`src/rtl/trap_sequencer.sv`:
```
// Machine-mode trap sequencer: takes exceptions, interrupts and MRET,
// sequences the CSR saves/restores and owns the CSR file write port.
module trap_sequencer #(
    parameter int XLEN      = 32,
    parameter bit VECTOR_EN = 1'b1
) (
    input  logic            clk,
    input  logic            rst,
    input  logic            illegal_instr,
    input  logic            mret,
    input  logic [XLEN-1:0] instr_pc,
    input  logic [31:0]     instr_bits,
    input  logic            irq_ext,
    input  logic            irq_timer,
    input  logic [XLEN-1:0] mstatus_rdata,
    input  logic [XLEN-1:0] mie_rdata,
    input  logic [XLEN-1:0] mtvec_rdata,
    input  logic [XLEN-1:0] mepc_rdata,
    input  logic            pipe_csr_we,
    input  logic [11:0]     pipe_csr_addr,
    input  logic [XLEN-1:0] pipe_csr_wdata,
    output logic            csr_we,
    output logic [11:0]     csr_addr,
    output logic [XLEN-1:0] csr_wdata,
    output logic            stall,
    output logic            flush,
    output logic            pc_redirect,
    output logic [XLEN-1:0] pc_target
);

    typedef enum logic [2:0] {
        IDLE, W_EPC, W_CAUSE, W_TVAL, W_STAT, RESTORE, REDIR
    } state_t;

    localparam logic [XLEN-1:0] CAUSE_ILL = XLEN'(2);
    localparam logic [XLEN-1:0] CAUSE_EXT = {1'b1, (XLEN-1)'(11)};
    localparam logic [XLEN-1:0] CAUSE_TMR = {1'b1, (XLEN-1)'(7)};

    state_t          r_state;
    logic [XLEN-1:0] r_epc;
    logic [XLEN-1:0] r_cause;
    logic [XLEN-1:0] r_tval;
    logic [XLEN-1:0] r_target;

    logic            w_idle;
    logic            w_int_ok;
    logic            w_take_ext;
    logic            w_take_tmr;
    logic            w_is_int;
    logic            w_accept;
    logic [XLEN-1:0] w_cause;
    logic [XLEN-1:0] w_tval;
    logic [XLEN-1:0] w_base;
    logic [XLEN-1:0] w_trap_tgt;
    logic [XLEN-1:0] w_stat_trap;
    logic [XLEN-1:0] w_stat_ret;
    logic            w_unused;

    // Interrupts wait while the pipeline is writing a CSR so MIE/mie are settled.
    assign w_idle     = (r_state == IDLE);
    assign w_int_ok   = mstatus_rdata[3] & ~pipe_csr_we;
    assign w_take_ext = w_int_ok & irq_ext & mie_rdata[11];
    assign w_take_tmr = w_int_ok & irq_timer & mie_rdata[7];
    assign w_is_int   = ~illegal_instr & ~mret;
    assign w_accept   = w_idle & rst &
                        (illegal_instr | mret | w_take_ext | w_take_tmr);
    assign w_unused   = ^{mie_rdata, r_epc[1:0]};

    always_comb begin
        w_cause = CAUSE_TMR;
        w_tval  = '0;
        unique case (1'b1)
            illegal_instr: begin
                w_cause = CAUSE_ILL;
                w_tval  = XLEN'(instr_bits);
            end
            mret:       w_cause = CAUSE_ILL;
            w_take_ext: w_cause = CAUSE_EXT;
            default:    w_cause = CAUSE_TMR;
        endcase
    end

    assign w_base = {mtvec_rdata[XLEN-1:2], 2'b00};

    always_comb begin
        w_trap_tgt = w_base;
        if (VECTOR_EN && w_is_int && mtvec_rdata[1:0] == 2'b01)
            w_trap_tgt = w_base + XLEN'({w_cause[4:0], 2'b00});
    end

    always_comb begin
        w_stat_trap        = mstatus_rdata;
        w_stat_trap[7]     = mstatus_rdata[3];
        w_stat_trap[3]     = 1'b0;
        w_stat_trap[12:11] = 2'b11;
        w_stat_ret         = mstatus_rdata;
        w_stat_ret[3]      = mstatus_rdata[7];
        w_stat_ret[7]      = 1'b1;
        w_stat_ret[12:11]  = 2'b11;
    end

    always_ff @(posedge clk) begin
        if (!rst) begin
            r_state  <= IDLE;
            r_epc    <= '0;
            r_cause  <= '0;
            r_tval   <= '0;
            r_target <= '0;
        end else begin
            unique case (r_state)
                IDLE: if (w_accept) begin
                    r_epc   <= instr_pc;
                    r_cause <= w_cause;
                    r_tval  <= w_tval;
                    if (mret && !illegal_instr) begin
                        r_state <= RESTORE;
                    end else begin
                        r_state  <= W_EPC;
                        r_target <= w_trap_tgt;
                    end
                end
                W_EPC:   r_state <= W_CAUSE;
                W_CAUSE: r_state <= W_TVAL;
                W_TVAL:  r_state <= W_STAT;
                W_STAT:  r_state <= REDIR;
                RESTORE: begin
                    r_target <= mepc_rdata;
                    r_state  <= REDIR;
                end
                REDIR:   r_state <= IDLE;
                default: r_state <= IDLE;
            endcase
        end
    end

    always_comb begin
        csr_we    = 1'b0;
        csr_addr  = '0;
        csr_wdata = '0;
        unique case (r_state)
            IDLE: if (!w_accept) begin
                csr_we    = pipe_csr_we;
                csr_addr  = pipe_csr_addr;
                csr_wdata = pipe_csr_wdata;
            end
            W_EPC: begin
                csr_we    = 1'b1;
                csr_addr  = 12'h341;
                csr_wdata = {r_epc[XLEN-1:2], 2'b00};
            end
            W_CAUSE: begin
                csr_we    = 1'b1;
                csr_addr  = 12'h342;
                csr_wdata = r_cause;
            end
            W_TVAL: begin
                csr_we    = 1'b1;
                csr_addr  = 12'h343;
                csr_wdata = r_tval;
            end
            W_STAT: begin
                csr_we    = 1'b1;
                csr_addr  = 12'h300;
                csr_wdata = w_stat_trap;
            end
            RESTORE: begin
                csr_we    = 1'b1;
                csr_addr  = 12'h300;
                csr_wdata = w_stat_ret;
            end
            default: ;
        endcase
    end

    assign stall       = ~w_idle | w_accept;
    assign flush       = w_accept;
    assign pc_redirect = (r_state == REDIR);
    assign pc_target   = r_target;

endmodule
```
`config.mk`:
```
export PLATFORM = sky130hd
export DESIGN_NAME = trap_sequencer
export DESIGN_NICKNAME = d
export VERILOG_FILES = /design/src/rtl/trap_sequencer.sv
export SDC_FILE = /design/constraint.sdc
export NUM_CORES = 1
export LEC_CHECK = 0
export BUFFER_PORTS_ARGS = -buffer_cell sky130_fd_sc_hd__buf_4
export CAP_MARGIN = 20
export CORE_AREA = 2 2 124 126
export CTS_CLUSTER_SIZE = 12
export DETAILED_ROUTE_END_ITERATION = 8
export DIE_AREA = 0 0 126 128
export PLACE_DENSITY = 0.68
export SKIP_LAST_GASP = 1
export SLEW_MARGIN = 5
export SYNTH_ARGS = -nofsm -noshare
export SYNTH_HDL_FRONTEND = slang
export SYNTH_SLANG_ARGS = --single-unit
```
`constraint.sdc`:
```
create_clock -name clk -period 4.18 [get_ports clk]
set_clock_uncertainty 0.1 [all_clocks]
set_input_delay 0.836 -clock clk [delete_from_list [all_inputs] [get_ports clk]]
set_output_delay 0.836 -clock clk [all_outputs]
set_load 0.03 [all_outputs]
```
==> results of run 1 <==
-- sequential cells by signal, summed over array words and instances, names as in the netlist --
signal and flops:
r_state 3, pc_target 32, r_epc 30, r_tval 32, r_cause 4
-- metal layers --
metal	routed length (um)	global-route usage [%]	part of all wire [%]
met5	0	0	0
met4	545	9.308	2.5
met3	1863	6.886	8.6
met2	10490	44.15	48
met1	8802	31.85	41
-- how the worst min path moves through the flow --
stage	from	end	depth (start not counted)
global route	r_tval[7]	r_tval[7]	2
finish	r_tval[20]	r_tval[20]	2
detailed placement	r_cause[1]	r_cause[1]	2
CTS	r_tval[20]	r_tval[20]	2
floorplan	r_cause[1]	r_cause[1]	2
global placement	r_cause[1]	r_cause[1]	2
-- worst min-delay path, cell delays in order (launching register included) --
cell and delay, ns:
dfxtp_1 0.31, nand2_1 0.05, a21oi_1 0.05
-- logic make-up after synthesis --
| group | synth area share [%] |
|---|---|
| simple gates | 28.27 |
| buf+inv | 4.903 |
| mux | 5.810 |
| flops | 34.90 |
| xor+xnor | 3.175 |
| fa+ha+maj | 1.728 |
| compound gates | 21.21 |
-- placed cells by master (no fill, tap or decap), drive strengths merged, types with 3 or more instances in the layout --
cell type	instances
a211oi	6
a21boi	3
a21oi	48
a221oi	24
a222oi	5
a22o	3
a22oi	4
a2bb2oi	9
and2	13
and3	5
and4	4
buf	306
clkbuf	13
clkinv	3
dfxtp	101
ha	8
inv	9
mux2	5
mux2i	28
nand2	133
nand2b	3
nand3	60
nand3b	3
nand4	19
nor2	81
nor2b	3
nor3	11
nor4	3
o211ai	13
o21a	3
o21ai	41
o221ai	3
o22ai	9
o31ai	5
or4	5
xnor2	5
xor2	16
-- power groups by stage --
| stage | combinational (mW) | clock [mW] | sequential, mW |
|---|---|---|---|
| 3_5_place_dp | 1.95 | 0 | 1.26 |
| 2_1_floorplan | 1.13 | 0 | 1.31 |
| 3_3_place_gp | 1.94 | 0 | 1.26 |
| 5_1_grt | 2.09 | 0.857 | 1.27 |
| 4_1_cts | 1.96 | 0.814 | 1.24 |
| 6_report | 1.95 | 0.796 | 1.24 |
-- area by class of cell --
class / count / area (sq um)
clock buffers: 13 / 250.2
clock inverters: 3 / 18.77
fillers: 1475 / 6500
inverters: 9 / 33.78
multi-input cells: 599 / 3490
flip-flops and latches: 101 / 2023
well taps: 188 / 235.2
repair buffers: 306 / 2313
-- metrics by stage --
stage | worst slack, ns | cells
3_5_place_dp | 0.5061 | 1202
2_1_floorplan | 0.4378 | 775
3_3_place_gp | 0.5555 | 1202
6_report | 0.5526 | 1219
4_1_cts | 0.5526 | 1218
5_1_grt | 0.3830 | 1219
==> metrics, run 1 <==
CP cell instances=buf_4 > or2_2 > o221ai_1 > buf_4 > and2_1 > inv_1 > nor2_1 > and2_1 > buf_4; hold-fix buffers at CTS=0; Worst path depth=9; leakage power=3.563 nW; Skew-Pair Late Insertion Delay=0.34 ns; Comb pwr share=between 40% and 50%; top cells by count, synth=132 x nand2_1, 101 x dfxtp_1, 81 x nor2_1; fin util=56.27%; fin crit period=3.627 ns; Tcrit/Tclk final=86.78%; Primary FF master, synth=dfxtp_1; R2R setup slack=1.69 ns; worst slew pin tran=between 0.8 and 0.9 ns; CTS H-Tree Depth=3; Synth top area share=between 30% and 40%; vias in the first global route=6247; Total Power Consumption=3.984 mW; Crit path required time=about 3.2 ns; Setup crit end=csr_addr[2]; Buffers & Inverters on Critical Path=4; CP most frequent cell=buf_4; r2r endpoint=pc_target[31]; CP Capture Type=output pin; most numerous cell in the Yosys netlist=nand2_1; worst hold slack=0.3508 ns; Crit Path Category=input pin to output pin; setup TNS=0 ns; Post-Route WL=21.71 mm; first-pass GRT wire length=33.33 mm; Async SR Flop Fraction=0%; CTS tree=done; DRC viols=0; Switch Pwr=1.671 mW; max-slew violation count=0; Pre-Repair DR Iteration Count=5; Worst EP arrival=about 2.7 ns; drt initial violations=365; fmax=approximately 280 MHz; postcts setup bufs=0; layout cells sized above 1=32.49%; # setup viols final=0; Post-Syn Area per Cell=7.475 sq um; Antenna Violating Nets Remaining=0; flop and latch count out of synthesis=101; Clk pwr share=20.0%; VDD IR max=228.8 uV; post-CTS sizing=0; clk slew on worst S/H paths=0.06 ns; Congestion Overflow GR=0; Synth area leader=dfxtp_1; Die Width=126 um; Die Area=0.01613 sq mm; die height=128 um; fin nets=roughly 1.3k; mapped cell area=0.005793 sq mm; Port Buffers=288; root buf cell=clkbuf_16; Sw Share=41.95%; status=finished clean; Post-DP HPWL=15.84 mm; top cells by area, synth=dfxtp_1 35%, nand2_1 8.6%, nor2_1 5.2%, nand3_1 5.2%, mux2i_1 4.8%; synthesis warning total=0; Num CTS Buffers=9; Post-DP Area=0.008084 sq mm; Core Region=0.01486 sq mm; worst stage delay on the critical path=0.34 ns; CP max stage cell=or2_2; Top delay family on crit path=simple AND/OR/NAND/NOR gates; Max clock buf depth=2; Starting Density=38.97%; P_int=2.313 mW; sequential-to-total area share from yosys stat=34.90%; final hold violation count=0; Via Count=~6.6k; Netlist cell types=55; Cell Rows=45; RSZ-0062 raised after global routing=no; Syn Nets=just over 1k; largest net degree at the start of global routing=between 90 and 100; RePlAce Congestion=0.8953; I/O pins=323; ant diodes=0; average via count per standard cell=approximately 5.4; Max Cap Violations=0; EDFF count, synth=0; crit-path max FO=18; Reg2Reg Launch Point=r_state[0]; antenna violations before repair=0; Reg power frac=31.1%; Clock Sinks=roughly 100; Hold Crit Class=register to register; Worst slew margin=42.25%; synthesized instance count=around 780; Final Cell Area=~0.0084 sq mm; pwr dens=about 480 mW/mm^2; Crit. Startpoint=illegal_instr; post-DR wirelength/cell=17.81 um; R2R depth=5; area grow syn2layout=44.38%; Setup crit start kind=input pin; Total GRT Usage=26.01%
Power figures use the tool's default switching activity.
==> run 2, diff against run 1 <==
--- a/config.mk
+++ b/config.mk
@@ -11,7 +11,9 @@
 export CTS_CLUSTER_SIZE = 12
 export DETAILED_ROUTE_END_ITERATION = 8
 export DIE_AREA = 0 0 126 128
+export GPL_TIMING_DRIVEN = 0
 export PLACE_DENSITY = 0.68
+export RECOVER_POWER = 25
 export SKIP_LAST_GASP = 1
 export SLEW_MARGIN = 5
 export SYNTH_ARGS = -nofsm -noshare
==> metrics, run 2 (synthesis gave the netlist of run 1 again) <==
Hold Crit Class=register to register; Top delay family on crit path=buffers and inverters; Num CTS Buffers=9 (unchanged); root buf cell=clkbuf_16; # setup viols final=0 (unchanged); status=finished clean; Pre-Repair DR Iteration Count=5 (unchanged); ant diodes=0 (unchanged); most common cell after layout, fill and taps aside=buf_4; RePlAce Congestion=0.9362 (+4.6%); Die Width=126 um (unchanged); Starting Density=38.97% (unchanged); area grow syn2layout=44.30% (about the same); I/O pins=323 (unchanged); worst stage delay on the critical path=0.37 ns (+0.03 ns); R2R setup slack=1.28 ns (-0.41 ns); DRC viols=0 (unchanged); Final Cell Area=0.008359 sq mm (about the same); Congestion Overflow GR=0 (unchanged); VDD IR max=230.5 uV (+0.75%); post-DR wirelength/cell=18.88 um (+6.0%); die height=128 um (unchanged); Core Region=0.01486 sq mm (unchanged); Setup crit start kind=input pin; CTS tree=done; postcts setup bufs=0 (unchanged); Cell Rows=45 (unchanged); crit-path max FO=10 (-8); Reg2Reg Launch Point=r_state[1]; average via count per standard cell=5.441 (+0.24%); Worst slew margin=45.13% (+2.9 points); fin nets=1323 (+3.6%); drt initial violations=450 (+23%); layout cells sized above 1=26.74% (-5.8 points); number of fill cells in the layout=1535 (+4.1%); Antenna Violating Nets Remaining=0 (unchanged); final hold violation count=0 (unchanged); hold path startpoint=r_tval[0]; Hold EP=r_tval[0]; CP cell instances=clkbuf_1 > buf_2 > a211o_1 > o221ai_2 > and2_2 > clkbuf_2 > nand2_1 > a21oi_1 > buf_4; leakage power=3.423 nW (-3.9%); Buffers & Inverters on Critical Path=4 (unchanged); pwr dens=483.7 mW/mm^2 (+1.5%); hold path depth=2 (unchanged); Total GRT Usage=28.48% (+2.5 points); hold-fix buffers at CTS=0 (unchanged); Via Count=6883 (+4.0%); max-slew violation count=0 (unchanged); Tcrit/Tclk final=93.62% (+6.8 points); Post-DP Area=0.008190 sq mm (+1.3%); R2R depth=7 (+2); CTS H-Tree Depth=3 (unchanged); largest net degree at the start of global routing=17 (-82%); Skew-Pair Late Insertion Delay=0.35 ns (about the same); worst slew pin tran=0.8230 ns (-0.04328 ns); antenna violations before repair=0 (unchanged); RSZ-0062 raised after global routing=no; Clock Sinks=101 (unchanged); fin util=56.24% (about the same); Crit path required time=3.24 ns (about the same); Port Buffers=288 (unchanged); clk slew on worst S/H paths=0.07 ns (about the same); Crit Path Category=input pin to output pin; Max clock buf depth=2 (unchanged); fmax=255.5 MHz (-7.3%); r2r endpoint=pc_target[27]; Worst EP arrival=2.98 ns (+0.29 ns); most frequent cells in the layout=254 x buf_4, 132 x nand2_1, 101 x dfxtp_1; CP Capture Type=output pin; vias in the first global route=6712 (+7.4%); fin crit period=3.913 ns (+0.2858 ns); CP max stage cell=and2_2; Max Cap Violations=0 (unchanged); Post-DP HPWL=18.76 mm (+18%); Post-Route WL=23.88 mm (+10%); Die Area=0.01613 sq mm (unchanged); first-pass GRT wire length=36.16 mm (+8.5%)
==> run 2: routing by layer <==
layer,vias up,GRT usage (%),share of wire [%]
met5,-,0,0
met4,0,9.502,2.2
met3,33,6.970,8.7
met2,296,50.89,50
met1,3171,33.44,40
li1,3383,-,-
==> run 2: area by class of cell <==
cell class / count / area, sq um / share of cell area (%)
Buffer: 64 / 246.5 / 2.949
Inverter: 9 / 33.78 / 0.4041
Clock buffer: 10 / 229.0 / 2.739
Multi-Input combinational cell: 599 / 3495 / 41.81
Tap cell: 188 / 235.2 / 2.814
Timing Repair Buffer: 288 / 2034 / 24.34
Clock inverter: 6 / 63.81 / 0.7634
Sequential cell: 101 / 2022 / 24.19
==> run 2: worst max-delay path by stage <==
stage	start	to	cells after the start
finish	illegal_instr	csr_wdata[7]	9
global route	r_state[2]	csr_wdata[26]	8
CTS	illegal_instr	csr_wdata[4]	9
detailed placement	illegal_instr	csr_wdata[29]	10
global placement	illegal_instr	csr_wdata[7]	10
floorplan	illegal_instr	csr_addr[0]	8
==> run 2: worst min-delay path, stage by stage, from the launching register on <==
cell	delay [ns]
dfxtp_1	0.31
nand2_1	0.05
a21oi_1	0.05
==> run 2: power breakdown <==
| part | total [mW] | internal, mW | switching [mW] |
|---|---|---|---|
| registers | 1.21 | 1.12 | 0.0904 |
| clock network | 0.848 | 0.464 | 0.384 |
| logic | 1.98 | 0.719 | 1.26 |
| total | 4.04 | 2.30 | 1.74 |
==> run 2: timing repair <==
action	4_1_cts	5_1_grt
endpoints found under the setup margin	37	13
pin swaps	0	0
resized for setup	3	3
==> run 2: per-stage QoR <==
step	setup slack [ns]	TNS (ns)	instances	power, mW	hold slack, ns
final	0.2668	0	1265	4.043	0.3534
after global routing	0.02770	0	1265	4.259	0.3705
after CTS	0.03895	0	1266	4.100	0.3530
after floorplan	0.4378	0	775	2.443	0.3199
after detailed placement	-0.3762	-8.846	1251	3.254	0.3430
after global placement	-0.3534	-7.713	1251	3.233	0.3381
